`src/rtl/multicycle_control_pkg.sv`:
```
// Shared encodings for the multi-cycle controller: FSM states, opcodes,
// ALU operation classes, PC/writeback mux selects and the instruction class.
package multicycle_control_pkg;

    typedef enum logic [2:0] {
        ST_IDLE   = 3'd0,
        ST_FETCH  = 3'd1,
        ST_DECODE = 3'd2,
        ST_EXEC   = 3'd3,
        ST_MEM    = 3'd4,
        ST_WB     = 3'd5,
        ST_HALT   = 3'd6
    } state_e;

    localparam logic [6:0] OP_RTYPE  = 7'b0110011;
    localparam logic [6:0] OP_IALU   = 7'b0010011;
    localparam logic [6:0] OP_LOAD   = 7'b0000011;
    localparam logic [6:0] OP_STORE  = 7'b0100011;
    localparam logic [6:0] OP_BRANCH = 7'b1100011;
    localparam logic [6:0] OP_LUI    = 7'b0110111;
    localparam logic [6:0] OP_AUIPC  = 7'b0010111;
    localparam logic [6:0] OP_JAL    = 7'b1101111;
    localparam logic [6:0] OP_JALR   = 7'b1100111;
    localparam logic [6:0] OP_FENCE  = 7'b0001111;
    localparam logic [6:0] OP_SYSTEM = 7'b1110011;

    localparam logic [1:0] ALU_NO_ALU         = 2'b00;
    localparam logic [1:0] ALU_BRANCH_COMPARE = 2'b01;
    localparam logic [1:0] ALU_ADD_OFFSET     = 2'b10;
    localparam logic [1:0] ALU_ARITHMETIC     = 2'b11;

    localparam logic [1:0] PC_SRC_PLUS4 = 2'd0;
    localparam logic [1:0] PC_SRC_IMM   = 2'd1;
    localparam logic [1:0] PC_SRC_JALR  = 2'd2;

    localparam logic [1:0] WB_ALU = 2'd0;
    localparam logic [1:0] WB_MEM = 2'd1;
    localparam logic [1:0] WB_PC4 = 2'd2;
    localparam logic [1:0] WB_IMM = 2'd3;

    typedef struct packed {
        logic rtype;
        logic ialu;
        logic load;
        logic store;
        logic branch;
        logic lui;
        logic auipc;
        logic jal;
        logic jalr;
        logic fence;
        logic system;
    } insn_class_t;

endpackage

```
`src/rtl/multicycle_control_opcode_classifier.sv`:
```
// Combinational opcode/funct3 decode into a one-hot instruction class plus
// legal and system (halt) flags; zero latency, no handshake.
module multicycle_control_opcode_classifier
    import multicycle_control_pkg::*;
(
    input  logic [6:0]  opcode_i,
    input  logic [2:0]  funct3_i,
    output insn_class_t cls_o,
    output logic        legal_o,
    output logic        system_o
);

    logic bad_funct3;

    always_comb begin
        cls_o = '0;
        case (opcode_i)
            OP_RTYPE:  cls_o.rtype  = 1'b1;
            OP_IALU:   cls_o.ialu   = 1'b1;
            OP_LOAD:   cls_o.load   = 1'b1;
            OP_STORE:  cls_o.store  = 1'b1;
            OP_BRANCH: cls_o.branch = 1'b1;
            OP_LUI:    cls_o.lui    = 1'b1;
            OP_AUIPC:  cls_o.auipc  = 1'b1;
            OP_JAL:    cls_o.jal    = 1'b1;
            OP_JALR:   cls_o.jalr   = 1'b1;
            OP_FENCE:  cls_o.fence  = 1'b1;
            OP_SYSTEM: cls_o.system = 1'b1;
            default:   ;
        endcase
    end

    // Reserved width encodings: LD/LWU/unused loads, >32-bit stores, funct3 2/3 branches.
    always_comb begin
        bad_funct3 = (cls_o.load   && (funct3_i == 3'd3 || funct3_i >= 3'd6))
                  || (cls_o.store  && (funct3_i > 3'd2))
                  || (cls_o.branch && (funct3_i == 3'd2 || funct3_i == 3'd3));
    end

    assign legal_o  = (cls_o != '0) && !bad_funct3;
    assign system_o = cls_o.system;

endmodule

```
`src/rtl/multicycle_control.sv`:
```
// Multi-cycle FETCH/DECODE/EXEC/MEM/WB controller; 3-5 cycles per insn plus memory waits,
// stalls on mem_ready in FETCH/MEM. MULTICYCLE_CTRL_PERF_EN adds cycle/instret counters.
module multicycle_control
    import multicycle_control_pkg::*;
#(
    parameter int RESET_PC_HOLD = 1
) (
    input  logic        clk,
    input  logic        rst,
    input  logic [6:0]  opcode,
    input  logic [2:0]  funct3,
    input  logic        branch_condition_match,
    input  logic        mem_ready,
    output logic        mem_req,
    output logic        mem_we,
    output logic        mem_addr_sel,
    output logic        ir_write,
    output logic        pc_write,
    output logic [1:0]  pc_src,
    output logic        reg_write,
    output logic [1:0]  wb_sel,
    output logic [1:0]  alu_operation,
    output logic        alu_src1,
    output logic        alu_src2,
    output logic        is_rtype,
    output logic        retire,
    output logic        halted,
    output logic        illegal_insn
`ifdef MULTICYCLE_CTRL_PERF_EN
    ,
    output logic [63:0] cycle_count,
    output logic [63:0] instret_count
`endif
);

    localparam int HOLD = (RESET_PC_HOLD < 1) ? 1 : RESET_PC_HOLD;
    localparam int CW   = (HOLD > 1) ? $clog2(HOLD) : 1;
    localparam logic [CW-1:0] HOLD_LAST = CW'(HOLD - 1);

    state_e          state_q, state_d;
    logic [CW-1:0]   idle_cnt_q, idle_cnt_d;
    logic            halted_q, illegal_q, illegal_d;
    insn_class_t     cls;
    logic            legal, is_system;

    multicycle_control_opcode_classifier u_classifier (
        .opcode_i (opcode),
        .funct3_i (funct3),
        .cls_o    (cls),
        .legal_o  (legal),
        .system_o (is_system)
    );

    always_comb begin
        state_d    = state_q;
        idle_cnt_d = idle_cnt_q;
        illegal_d  = illegal_q;
        unique case (state_q)
            ST_IDLE: begin
                if (idle_cnt_q == HOLD_LAST) state_d = ST_FETCH;
                else                         idle_cnt_d = idle_cnt_q + 1'b1;
            end
            ST_FETCH:  if (mem_ready) state_d = ST_DECODE;
            ST_DECODE: begin
                if (!legal) begin
                    state_d   = ST_HALT;
                    illegal_d = 1'b1;
                end else if (is_system) begin
                    state_d = ST_HALT;
                end else begin
                    state_d = ST_EXEC;
                end
            end
            ST_EXEC: begin
                if (cls.branch || cls.fence)    state_d = ST_FETCH;
                else if (cls.load || cls.store) state_d = ST_MEM;
                else                            state_d = ST_WB;
            end
            ST_MEM:  if (mem_ready) state_d = cls.load ? ST_WB : ST_FETCH;
            ST_WB:   state_d = ST_FETCH;
            ST_HALT: state_d = ST_HALT;
            default: state_d = ST_IDLE;
        endcase
    end

    always_ff @(posedge clk or posedge rst) begin
        if (rst) begin
            state_q    <= ST_IDLE;
            idle_cnt_q <= '0;
            halted_q   <= 1'b0;
            illegal_q  <= 1'b0;
        end else begin
            state_q    <= state_d;
            idle_cnt_q <= idle_cnt_d;
            halted_q   <= halted_q | (state_d == ST_HALT);
            illegal_q  <= illegal_d;
        end
    end

    // Gating on rst keeps every strobe low in the cycle reset is raised.
    always_comb begin
        mem_req       = 1'b0;
        mem_we        = 1'b0;
        mem_addr_sel  = 1'b0;
        ir_write      = 1'b0;
        pc_write      = 1'b0;
        pc_src        = PC_SRC_PLUS4;
        reg_write     = 1'b0;
        wb_sel        = WB_ALU;
        alu_operation = ALU_NO_ALU;
        alu_src1      = 1'b0;
        alu_src2      = 1'b0;
        is_rtype      = 1'b0;
        retire        = 1'b0;
        if (!rst) begin
            unique case (state_q)
                ST_FETCH: begin
                    mem_req  = 1'b1;
                    ir_write = mem_ready;
                end
                ST_EXEC: begin
                    if (cls.branch) begin
                        pc_write = 1'b1;
                        retire   = 1'b1;
                        pc_src   = branch_condition_match ? PC_SRC_IMM : PC_SRC_PLUS4;
                    end else if (cls.fence) begin
                        pc_write = 1'b1;
                        retire   = 1'b1;
                    end
                end
                ST_MEM: begin
                    mem_req      = 1'b1;
                    mem_addr_sel = 1'b1;
                    mem_we       = cls.store;
                    if (cls.store && mem_ready) begin
                        pc_write = 1'b1;
                        retire   = 1'b1;
                    end
                end
                ST_WB: begin
                    reg_write = 1'b1;
                    retire    = 1'b1;
                    pc_write  = 1'b1;
                    if (cls.load)                 wb_sel = WB_MEM;
                    else if (cls.lui)             wb_sel = WB_IMM;
                    else if (cls.jal || cls.jalr) wb_sel = WB_PC4;
                    if (cls.jal)       pc_src = PC_SRC_IMM;
                    else if (cls.jalr) pc_src = PC_SRC_JALR;
                end
                default: ;
            endcase

            // ALU setup from EXEC is held through MEM and WB so the result stays valid.
            if (state_q == ST_EXEC || state_q == ST_MEM || state_q == ST_WB) begin
                if (cls.rtype) begin
                    alu_operation = ALU_ARITHMETIC;
                    is_rtype      = 1'b1;
                end else if (cls.ialu) begin
                    alu_operation = ALU_ARITHMETIC;
                    alu_src2      = 1'b1;
                end else if (cls.load || cls.store || cls.jalr) begin
                    alu_operation = ALU_ADD_OFFSET;
                    alu_src2      = 1'b1;
                end else if (cls.auipc) begin
                    alu_operation = ALU_ADD_OFFSET;
                    alu_src1      = 1'b1;
                    alu_src2      = 1'b1;
                end else if (cls.branch) begin
                    alu_operation = ALU_BRANCH_COMPARE;
                end
            end
        end
    end

    assign halted       = halted_q;
    assign illegal_insn = illegal_q;

`ifdef MULTICYCLE_CTRL_PERF_EN
    logic [63:0] cycle_cnt_q, instret_cnt_q;

    always_ff @(posedge clk or posedge rst) begin
        if (rst) begin
            cycle_cnt_q   <= '0;
            instret_cnt_q <= '0;
        end else begin
            if (state_q != ST_HALT) cycle_cnt_q <= cycle_cnt_q + 64'd1;
            if (retire)             instret_cnt_q <= instret_cnt_q + 64'd1;
        end
    end

    assign cycle_count   = cycle_cnt_q;
    assign instret_count = instret_cnt_q;
`endif

endmodule

```
`config.mk`:
```
export PLATFORM = sky130hd
export DESIGN_NAME = multicycle_control
export DESIGN_NICKNAME = d
export VERILOG_FILES = /design/src/rtl/multicycle_control_pkg.sv /design/src/rtl/multicycle_control_opcode_classifier.sv /design/src/rtl/multicycle_control.sv
export SDC_FILE = /design/constraint.sdc
export NUM_CORES = 1
export LEC_CHECK = 0
export ABC_CLOCK_PERIOD_IN_PS = 1500
export BUFFER_PORTS_ARGS = -buffer_cell sky130_fd_sc_hd__clkbuf_2
export CORE_ASPECT_RATIO = 0.7
export CORE_MARGIN = 2
export CORE_UTILIZATION = 30
export CTS_BUF_LIST = sky130_fd_sc_hd__clkbuf_2
export CTS_CLUSTER_DIAMETER = 200
export DETAILED_ROUTE_END_ITERATION = 8
export GPL_TIMING_DRIVEN = 0
export PLACE_DENSITY = 0.55
export SLEW_MARGIN = 20
export SYNTH_ARGS = -nofsm -noshare
export SYNTH_HDL_FRONTEND = slang
export SYNTH_SLANG_ARGS = --single-unit
```
`constraint.sdc`:
```
create_clock -name clk -period 1.5 [get_ports clk]
set_input_delay 0.15 -clock clk [delete_from_list [all_inputs] [get_ports clk]]
set_output_delay 0.15 -clock clk [all_outputs]
set_load 0.03 [all_outputs]
```
Word-level counts from Yosys, hierarchy flattened

Cells that the tools add are included.

Register bits: 6
Latch bits: 0
Memory bits (writable): 0
Bits in read-only memories: 0
Input port bits: 14
Output and inout bits: 18
Logic and storage cells: 117
Memories kept: 0

Add/subtract/negate cells: 1
Multiply operators: 0
Div/mod/pow operators: 0
Order comparisons: 2
Eq/ne operators: 20
Shift-type cells: 0
Muxes and demuxes: 68
Bitwise logic cells: 2
Reductions and logical operators: 20

Operators with widths:

| kind                  | number |
|---|---|
| $mux W1               | 44 |
| $eq A7 B7 Y1 const B  | 4 |
| $mux W2               | 14 |
| $eq A7 B6 Y1 const B  | 3 |
| $mux W3               | 7 |
| $pmux W3 S7           | 1 |
| $eq A7 B5 Y1 const B  | 2 |
| $eq A3 B2 Y1 const B  | 4 |
| $eq A3 B3 Y1 const B  | 4 |
| $reduce_bool A11 Y1   | 1 |
| $logic_or A1 B1 Y1    | 10 |
| $eq A7 B2 Y1 const B  | 1 |
| $eq A7 B4 Y1 const B  | 1 |
| $logic_and A1 B1 Y1   | 5 |
| $pmux W2 S2           | 1 |
| $eq A3 B1 Y1 const B  | 1 |
| $ge A3 B3 Y1 const B  | 1 |
| $gt A3 B2 Y1 const B  | 1 |
| $logic_not A3 Y1      | 1 |
| $pmux W1 S3           | 1 |
| $reduce_and A2 Y1     | 1 |
| $reduce_or A2 Y1      | 1 |
| $add A1 B1 Y1 const B | 1 |
| $logic_not A1 Y1      | 1 |
| other kinds (2)       | 2 |

Depth between registers and ports, before layout

Gate-level depths: netlist of run 1.

Depth after elaboration: 11
Mapped depth: 8
Depth with buffers taken out: 5

Modules after synthesis

From an unflattened synthesis of run 1, not the netlist that was laid out.

Cell total of the unflattened synthesis: 101
Area total of the unflattened synthesis: 788.3 um2

By module, submodules not included:

| module                               | times used | cells each | area an instance (um2) | seq. area each (um2) |
|---|---|---|---|---|
| multicycle_control                   | 1          | 64         | 544.3                  | 125.1 |
| multicycle_control_opcode_classifier | 1          | 37         | 244.0                  | 0.0 |

Worst setup path after synthesis of run 1

Ideal clock, no wire load.

Kind: flip-flop to output port
Start: reg state_q[0]
End: out alu_src1
Arrival time: 1.799 ns
Slack: -0.449 ns
Cell stages (with the launch flop): 7
Cells stage by stage: dfrtp_1 buf_2 nor2b_1 nand2_1 nand2_1 nand2_1 nor4_1

Cells in the longest elaborated chain, start to end: 5
Elaborated cells between the ends (all ways): 7
Those cells by class: eq/ne: 3; mux: 2; reduce/logical: 2

Ends and longest elaborated chain:

| element                                             | RTL line                  | RTL |
|---|---|---|
| start: declaration                                  | multicycle_control.sv:40  | `state_e state_q, state_d;` |
| start signal: assignment                            | multicycle_control.sv:93  | `state_q <= state_d;` |
| $eq A3 B2 Y1 / $eq A3 B3 Y1 (equally long branches) | multicycle_control.sv:154 | `if (state_q == ST_EXEC \|\| state_q == ST_MEM \|\| state_q == ST_WB) begin` |
| $logic_or A1 B1 Y1                                  | multicycle_control.sv:154 |  |
| $logic_or A1 B1 Y1 *                                | multicycle_control.sv:154 |  |
| $mux W1 *                                           | multicycle_control.sv:154 |  |
| $mux W1 *                                           | multicycle_control.sv:115 | `if (!rst) begin` |
| end: declaration                                    | multicycle_control.sv:23  | `output logic alu_src1,` |

Mark *: on every way between the ends. The rest lies on a longest branch, timed or not.

Worst setup path after layout of run 1

Start: reg state_q[1]
End: out pc_src[0]

Cells in the longest elaborated chain, start to end: 3
Elaborated cells between the ends (all ways): 4
Those cells by class: eq/ne: 2; mux: 2

Ends and longest elaborated chain:

| element                                             | RTL line                  | RTL |
|---|---|---|
| $eq A3 B3 Y1 / $eq A3 B2 Y1 (equally long branches) | multicycle_control.sv:116 | `unique case (state_q)` |
| $pmux W2 S2 *                                       | multicycle_control.sv:116 |  |
| $mux W2 *                                           | multicycle_control.sv:115 |  |
| end: declaration                                    | multicycle_control.sv:19  | `output logic [1:0] pc_src,` |

Marks and branches as above.

==> results of run 1 <==
==> how the worst max path moves through the flow <==
stage	start	to	slack [ns]
2_1_floorplan	state_q[0]$_DFF_PP0_	alu_src1	-0.11
3_3_place_gp	opcode[5]	retire	-0.29
3_5_place_dp	opcode[5]	retire	-0.32
4_1_cts	state_q[1]$_DFF_PP0_	pc_src[0]	-0.33
5_1_grt	state_q[2]$_DFF_PP0_	is_rtype	-0.41
6_report	state_q[1]$_DFF_PP0_	pc_src[0]	-0.34
==> worst register-to-register path: cells and delay by family, from the launching register on <==
kind,cells,cell delay [ns]
and+or+nand+nor,1,0.24
buffers and inverters,2,0.27
AOI/OAI and AO/OA,2,0.37
DFF,1,0.45
==> cell usage in the layout, fill, tap and decap left out, types with 3 or more instances in the layout <==
cell,Yosys,final
a31oi_1,3,3
nor3_1,7,3
nand4_1,3,3
nand2_2,0,4
nand2_1,18,12
clkbuf_2,0,20
buf_6,2,11
nor4_4,1,3
inv_1,5,4
a21oi_1,6,3
nor2_1,10,8
o21ai_0,7,6
buf_4,2,11
dfrtp_1,5,3
clkbuf_8,0,8
nor3_2,1,3
==> state kept, by name, summed over array words and instances (netlist names) <==
name and count:
state_q 3, halted 1, illegal_insn 1
==> cells by family (layout without fill, tap and decap cells) <==
family / Yosys count / in the layout
buffers and inverters: 15 / 61
AOI/OAI and AO/OA: 25 / 25
and+or+nand+nor: 58 / 58
DFF: 5 / 5
xor gates and xnor gates: 1 / 1
==> metal layers <==
metal | GRT usage, % | routed length [µm] | up-vias
li1 | - | - | 467
met1 | 27.5 | 1280 | 427
met2 | 26.9 | 1110 | 34
met3 | 4.97 | 127 | 2
met4 | 3.40 | 18 | 0
met5 | 0 | 0 | -
==> metrics by stage <==
step / std cells / power [mW] / cell area, µm² / hold WS, ns / TNS (ns)
4_1_cts: 177 / 1.16 / 1190 / 0.244 / -2.50
6_report: 182 / 1.44 / 1320 / 0.279 / -2.48
3_5_place_dp: 165 / 0.814 / 976 / 0.188 / -1.02
5_1_grt: 182 / 1.52 / 1320 / 0.294 / -3.26
2_1_floorplan: 104 / 0.677 / 791 / -0.0554 / -0.568
3_3_place_gp: 165 / 0.810 / 976 / 0.192 / -0.864
==> area by class of cell <==
class	instances	area [µm²]
fillers	195	866
multi-input cells	84	666
repair buffers	42	372
flip-flops and latches	5	128
plain buffers	8	70.1
well taps	32	40.0
inverters	7	28.8
clock buffers	4	20.0
==> repair_timing <==
action                                 4_1_cts  5_1_grt
setup endpoints to repair                   14       15
pin swaps                                    7        9
endpoints found under the hold margin        5        0
hold buffers                                 1        0
setup buffers                                7        5
gates resized for setup                     34       30
==> power by group through the flow <==
stage | clock network (mW) | logic [mW] | registers, mW
finish | 0.128 | 1.10 | 0.219
detailed placement | 0 | 0.576 | 0.238
CTS | 0.133 | 0.818 | 0.210
floorplan | 0 | 0.448 | 0.229
global route | 0.145 | 1.16 | 0.220
global placement | 0 | 0.573 | 0.237
==> results.md, run 1 <==
- The TritonCTS buffer count is 3.
- The maximum number of buffers from clock root to sink is 2.
- The first-pass GRT wire length is 3780 µm.
- In this run the tightest slew margin relative to its limit is 70.4%.
- The number of routed nets with antenna violations is 0.
- By count the netlist is led by nand2_1, nor2_1, nor3_1, o21ai_0, a21oi_1.
- Compared with the post-synthesis result, the final layout area differs by 88.3%.
- The starting density of the core is 32.1%.
- The all-layer global routing usage is 18.5%.
- The slowest stage of the critical path belongs to the cell dfrtp_2.
- The share of Yosys cell area claimed by the top area cell type is 17.8%.
- Setup violations remaining at the end of the flow were counted as 12.
- The routed wire length is 2540 µm.
- The count of input and output buffers is 29.
- The CTS tree is yes.
- The relative contribution of combinational cells to total power is 75.9%.
- The worst endpoint required time is 1.35 ns.
- The count of synthesis-stage warnings from yosys is 0.
- Timing analysis after detailed placement gives a worst setup slack of -0.321 ns.
- The first-pass iteration count of the detailed router is 4.
- The critical path goes through nand2b_4 > nor2_4 > nand4_1 > a2111oi_4 > clkbuf_8.
- The layout net count is around 170.
- The initial antenna violation count is 0.
- The number of clock sinks is 5.
- In the routed design, unresolved DRC markers number 0.
- Sorting the synthesized cells by area gives the leading types as dfrtp_1, nand2_1, nor2_1.
- The type of the worst setup path is flip-flop to output port.
- The final clock skew is 0.000292 ns.
- The worst hold path terminates at state_q[0]$_DFF_PP0_.
- STA classifies the critical path endpoint as an output port.
- Of the total synthesized cell area, the portion taken by AND, OR, NAND and NOR gates is 44.3%.
- The element type at the critical path start is a flip-flop.
- Summed over all nets, the switching power comes to 662 µW.
- The XOR/XNOR share of the synthesized area is ~1.2%.
- In this run the number of H-tree levels came out at 1.
- The die covers ~2800 µm².
- The number of global-route vias before repair was 799.
- Data arrives at the worst endpoint at 1.69 ns.
- The synthesized netlist devotes 24.9% of its cell area to compound gates.
- The combinational family with the most area after synthesis is simple AND/OR/NAND/NOR gates.
- The worst stage delay on the critical path is 0.42 ns.
- The net count after synthesis is 118.
- Among all flip-flop cells after synthesis, the most frequent one is dfrtp_1.
- The gate count after technology mapping is 104.
- The worst hold path depth is 3.
- For this run the aggregate overflow at the end of global routing stands at 0.
- On the critical path the largest part of the delay comes from simple AND/OR/NAND/NOR gates.
- The total number of placement rows is 14.
- After the first detailed-routing iteration, the DRC count stood at 24.
- The maximum net fanout on the critical path is 3.
- The launch instance of the worst min-delay path is mem_ready.
- The number of storage elements in the synthesis netlist is 5.
- The summed instance area of the synthesized netlist is approximately 700 µm².
- The number of stages on the worst setup path is 5.
- The number of max-capacitance violations reported is 0.
- After clock tree synthesis, the clock-pin slew on the worst setup and hold paths is 0.06 ns.
- The flow ran to the end, but the final reports show violations.
- The power density normalized to cell area is 1090 nW/µm².
- Counting I/O delays and the setup requirement, the final critical path takes about 1.8 ns.
- The relative contribution of the clock network to total power is a little under 9%.
- The type of the most critical hold path is input port to flip-flop.
- The highest achievable clock rate is 0.543 GHz.
- The total buffers and inverters traversed by the critical path is 1.
- Of the total synthesized cell area, the portion taken by full adders, half adders and majority gates is 0%.
- The analysis attributes to cell leakage a power of 0.552 nW.
- The root buffer selected by CTS is clkbuf_2.
- Setup repair after global routing could not meet its margin everywhere.
- At the end of routability-driven placement, the weighted congestion stood at 0.816.
- Entering global routing, the biggest net connects 11 pins.
- The floorplan step set the die height to 44.5 µm.
- The count of different cell masters after synthesis is 36.
- From left edge to right edge, the die measures 61.9 µm.
- The number of antenna repair diodes is 0.
- The worst register-to-register path ends at state_q[2]$_DFF_PP0_.
- Registers are responsible for between 10% and 20% of the overall power.
- The depth of the worst register-to-register path is 5.
- The estimated wirelength of the detail-placed design is 1680 µm.
- The number of vias in the routed layout is 930.
- The average instance in the mapped netlist occupies between 6 and 7 µm².
- The final hold violation count is 0.
- The total area inside the core boundary comes to 2190 µm².
- In the final layout, the share of cells above drive strength 1 is 56.7%.
- Counting flops with an async set or reset pin after synthesis yields a share of 100%.
- At the end of the flow the core is filled with cells to approximately three fifths.
- The later pin in the worst-skew pair is clocked with a latency of 0.22 ns.
- The internal portion of the total power is 781 µW.
- Net switching is 45.9% of the power.
- Sequential elements use between 15 and 20% of the synthesized area.
- The final setup slack of the worst path is -0.342 ns.
- Pin placement for this block handled 32 I/O pins.
- The portion of synthesized area spent on multiplexers is 0%.
- The number of enable-type register cells in the synthesized netlist is 0.
- In the finished design, the share of the clock period the worst path needs comes to 123%.
- The cell type contributing the most total cell area after synthesis is dfrtp_1.
- The number of max-slew violations in the final report came to 0.
- The transition time of the tightest slew-check pin is between 0.4 and 0.5 ns.
- The worst reg-to-reg setup slack is about 0.050 ns.
- The worst register-to-register path begins at state_q[2]$_DFF_PP0_.
- The worst-case IR drop observed on VDD is 0.426 mV.
- The per-cell routed wire length is approximately 14 µm.
- Dividing the detail-routed via count by the number of cells gives 5.11.
- nand2_1 is the most common cell in the netlist.
- The checks that failed: setup timing.
No activity file was read; power rests on OpenSTA's default activity.
==> run 2, diff against run 1 <==
Settings changed: CORE_ASPECT_RATIO 0.7 to not set, CORE_UTILIZATION 30 to 48, PLACE_DENSITY 0.55 to 0.82.
==> results.md, run 2 (synthesis results as in run 1) <==
- The run finished, with violations left.
- The checks that failed: setup timing.
- The type of the worst setup path is flip-flop to output port.
- The width of the die is 42.3 µm.
- The transition time of the tightest slew-check pin is 0.388 ns.
- The estimated wirelength of the detail-placed design is approximately 1600 µm.
- For the worst-skew pair, the clock arrives at the later sink with an insertion delay of 0.25 ns.
- The CTS tree is yes.
- The worst endpoint required time is between 1 and 1.5 ns.
- The count of nets left with antenna violations once routing finished came out at 0.
- Of all nets on the critical path, the largest fanout is 2.
- In the layout the commonest cells are clkbuf_2, buf_4, nand2_1.
- Pin placement for this block handled 32 I/O pins.
- The die is about 42 µm tall.
- Once the floorplan was initialized, standard cells occupied 52.7% of the core.
- The routed via count divided by cell count is 6.90.
- The global placement routability congestion is 0.853.
- In this run the core area contains 13 standard-cell rows.
- The all-layer global routing usage is 26.7%.
- The post-detailed-placement cell area is 955 µm².
- After layout, the worst setup slack is -0.445 ns.
- The final critical-path required period is 1.94 ns.
- The TritonCTS buffer count is 3.
- The count of input and output buffers is 29.
- The worst-case IR drop observed on VDD is 0.846 mV.
- The first-pass iteration count of the detailed router is 4.
- The power density normalized to cell area is approximately 1200 nW/µm².
- The final instance area is 1270 µm².
- The number of global-route vias before repair is 868.
- The remaining routing DRC violations is 0.
- The total congestion overflow after global routing is 0.
- The post-route fraction of the period consumed by the critical path is 130%.
- The area of the die is 1790 µm².
- Entering global routing, the biggest net connects 11 pins.
- For this block, the initial DRC count from the detailed router was between 60 and 70.
- The root buffer selected by CTS is clkbuf_2.
- The number of antenna repair diodes is 0.
- The final hold violation count is 0.
- The total setup violations reported at the end of the flow is 17.
- The number of vias in the routed layout is approximately 1100.
- The number of clock sinks is 5.
- The initial antenna violation count is 0.
- In this run the worst hold path is classified as input port to flip-flop.
- The register with the most flip-flops in the final layout is state_q.
- CTS built an H-tree with a depth of 1.
- The number of max-capacitance violations reported is 0.
- The endpoint class of the critical path is an output port.
- The area growth from synthesis to layout is 80.6%.
- Across the routed clock network, the largest skew measured is 0.00405 ns.
- The analysis attributes to cell leakage a power of 0.533 nW.
- The number of max-slew violations in the final report is 0.
- The share of final-layout standard cells stronger than drive strength 1 is roughly 55%.
- The data arrival time at the worst-slack endpoint is 1.79 ns.
- The headroom to the max-slew limit is 73.9%.
- The clock-pin slew on the worst setup and hold paths is around 0.08 ns.
- The per-cell routed wire length is approximately 22 µm.
- The flip-flop count of the largest register after layout is 3.
- The total of fill cells in the finished design is 37.
- Based on the critical path, the design can be clocked at up to 0.514 GHz.
- The element type at the critical path start is a flip-flop.
- The layout net count is 165.
- Summed over all layers, the routed wires come to 3590 µm.
- The post-route setup TNS is -3.27 ns.
- The leading cell type in the layout, fill and taps excluded is clkbuf_2.
- The first global-routing pass estimated about 3800 µm of wire.
- The placeable core region is 1330 µm².
- Setup repair after global routing could not meet its margin everywhere.
- The maximum number of buffers from clock root to sink is 2.
## run 2: worst paths after layout
kind,start,endpoint,slack (ns),cells after the start
min in group asynchronous,rst,state_q[1]$_DFF_PP0_,0.71,3
max in group asynchronous,rst,state_q[2]$_DFF_PP0_,0.55,3
max reg2reg,state_q[2]$_DFF_PP0_,state_q[2]$_DFF_PP0_,0,5
max,state_q[0]$_DFF_PP0_,pc_src[0],-0.44,7
min reg2reg,illegal_insn$_DFFE_PP0P_,illegal_insn$_DFFE_PP0P_,0.47,1
min,mem_ready,state_q[1]$_DFF_PP0_,0.23,3
## run 2: routing by layer
layer,part of all wire [%],global-route usage (%)
met3,12,6.47
met1,36,35.5
met2,46,44.3
met4,5.6,4.38
met5,0,0
## run 2: where the power goes
group | internal (mW) | switching (mW)
sequential | 0.178 | 0.0417
combinational | 0.501 | 0.615
clock | 0.0708 | 0.0802
## run 2: cell type report
class	count	area [µm²]	area share [%]
plain buffers	8	67.6	5.32
clock buffers	4	20.0	1.58
inverters	7	26.3	2.07
multi-input cells	84	654	51.5
flip-flops and latches	5	128	10.0
well taps	15	18.8	1.48
repair buffers	42	355	28.0
## run 2: timing repair
| item | CTS | global route |
|---|---|---|
| buffers inserted | 7 | 5 |
| setup endpoints to repair | 14 | 17 |
| pin swaps | 5 | 13 |
| cloned | 0 | 0 |
| gates resized for setup | 24 | 41 |
| hold endpoints to repair | 5 | 0 |
| hold buffers | 1 | 0 |
## run 2: critical path, stage by stage (launching register included)
cell       delay [ns]
dfrtp_1          0.37
buf_6            0.10
nor2b_4          0.15
nand2_2          0.09
inv_2            0.09
nand4_1          0.17
a2111oi_4        0.36
clkbuf_8         0.22
## run 2: metrics by stage
| step | power (mW) | instances | hold WS (ns) | util (%) | worst slack, ns |
|---|---|---|---|---|---|
| 2_1_floorplan | 0.677 | 104 | -0.0554 | - | -0.110 |
| 3_3_place_gp | 0.796 | 148 | 0.180 | 71.6 | -0.239 |
| 3_5_place_dp | 0.814 | 148 | 0.195 | 71.6 | -0.257 |
| 4_1_cts | 1.13 | 160 | 0.250 | 84.1 | -0.335 |
| 5_1_grt | 1.53 | 165 | 0.237 | 95.2 | -0.476 |
| 6_report | 1.49 | 165 | 0.233 | 95.2 | -0.445 |
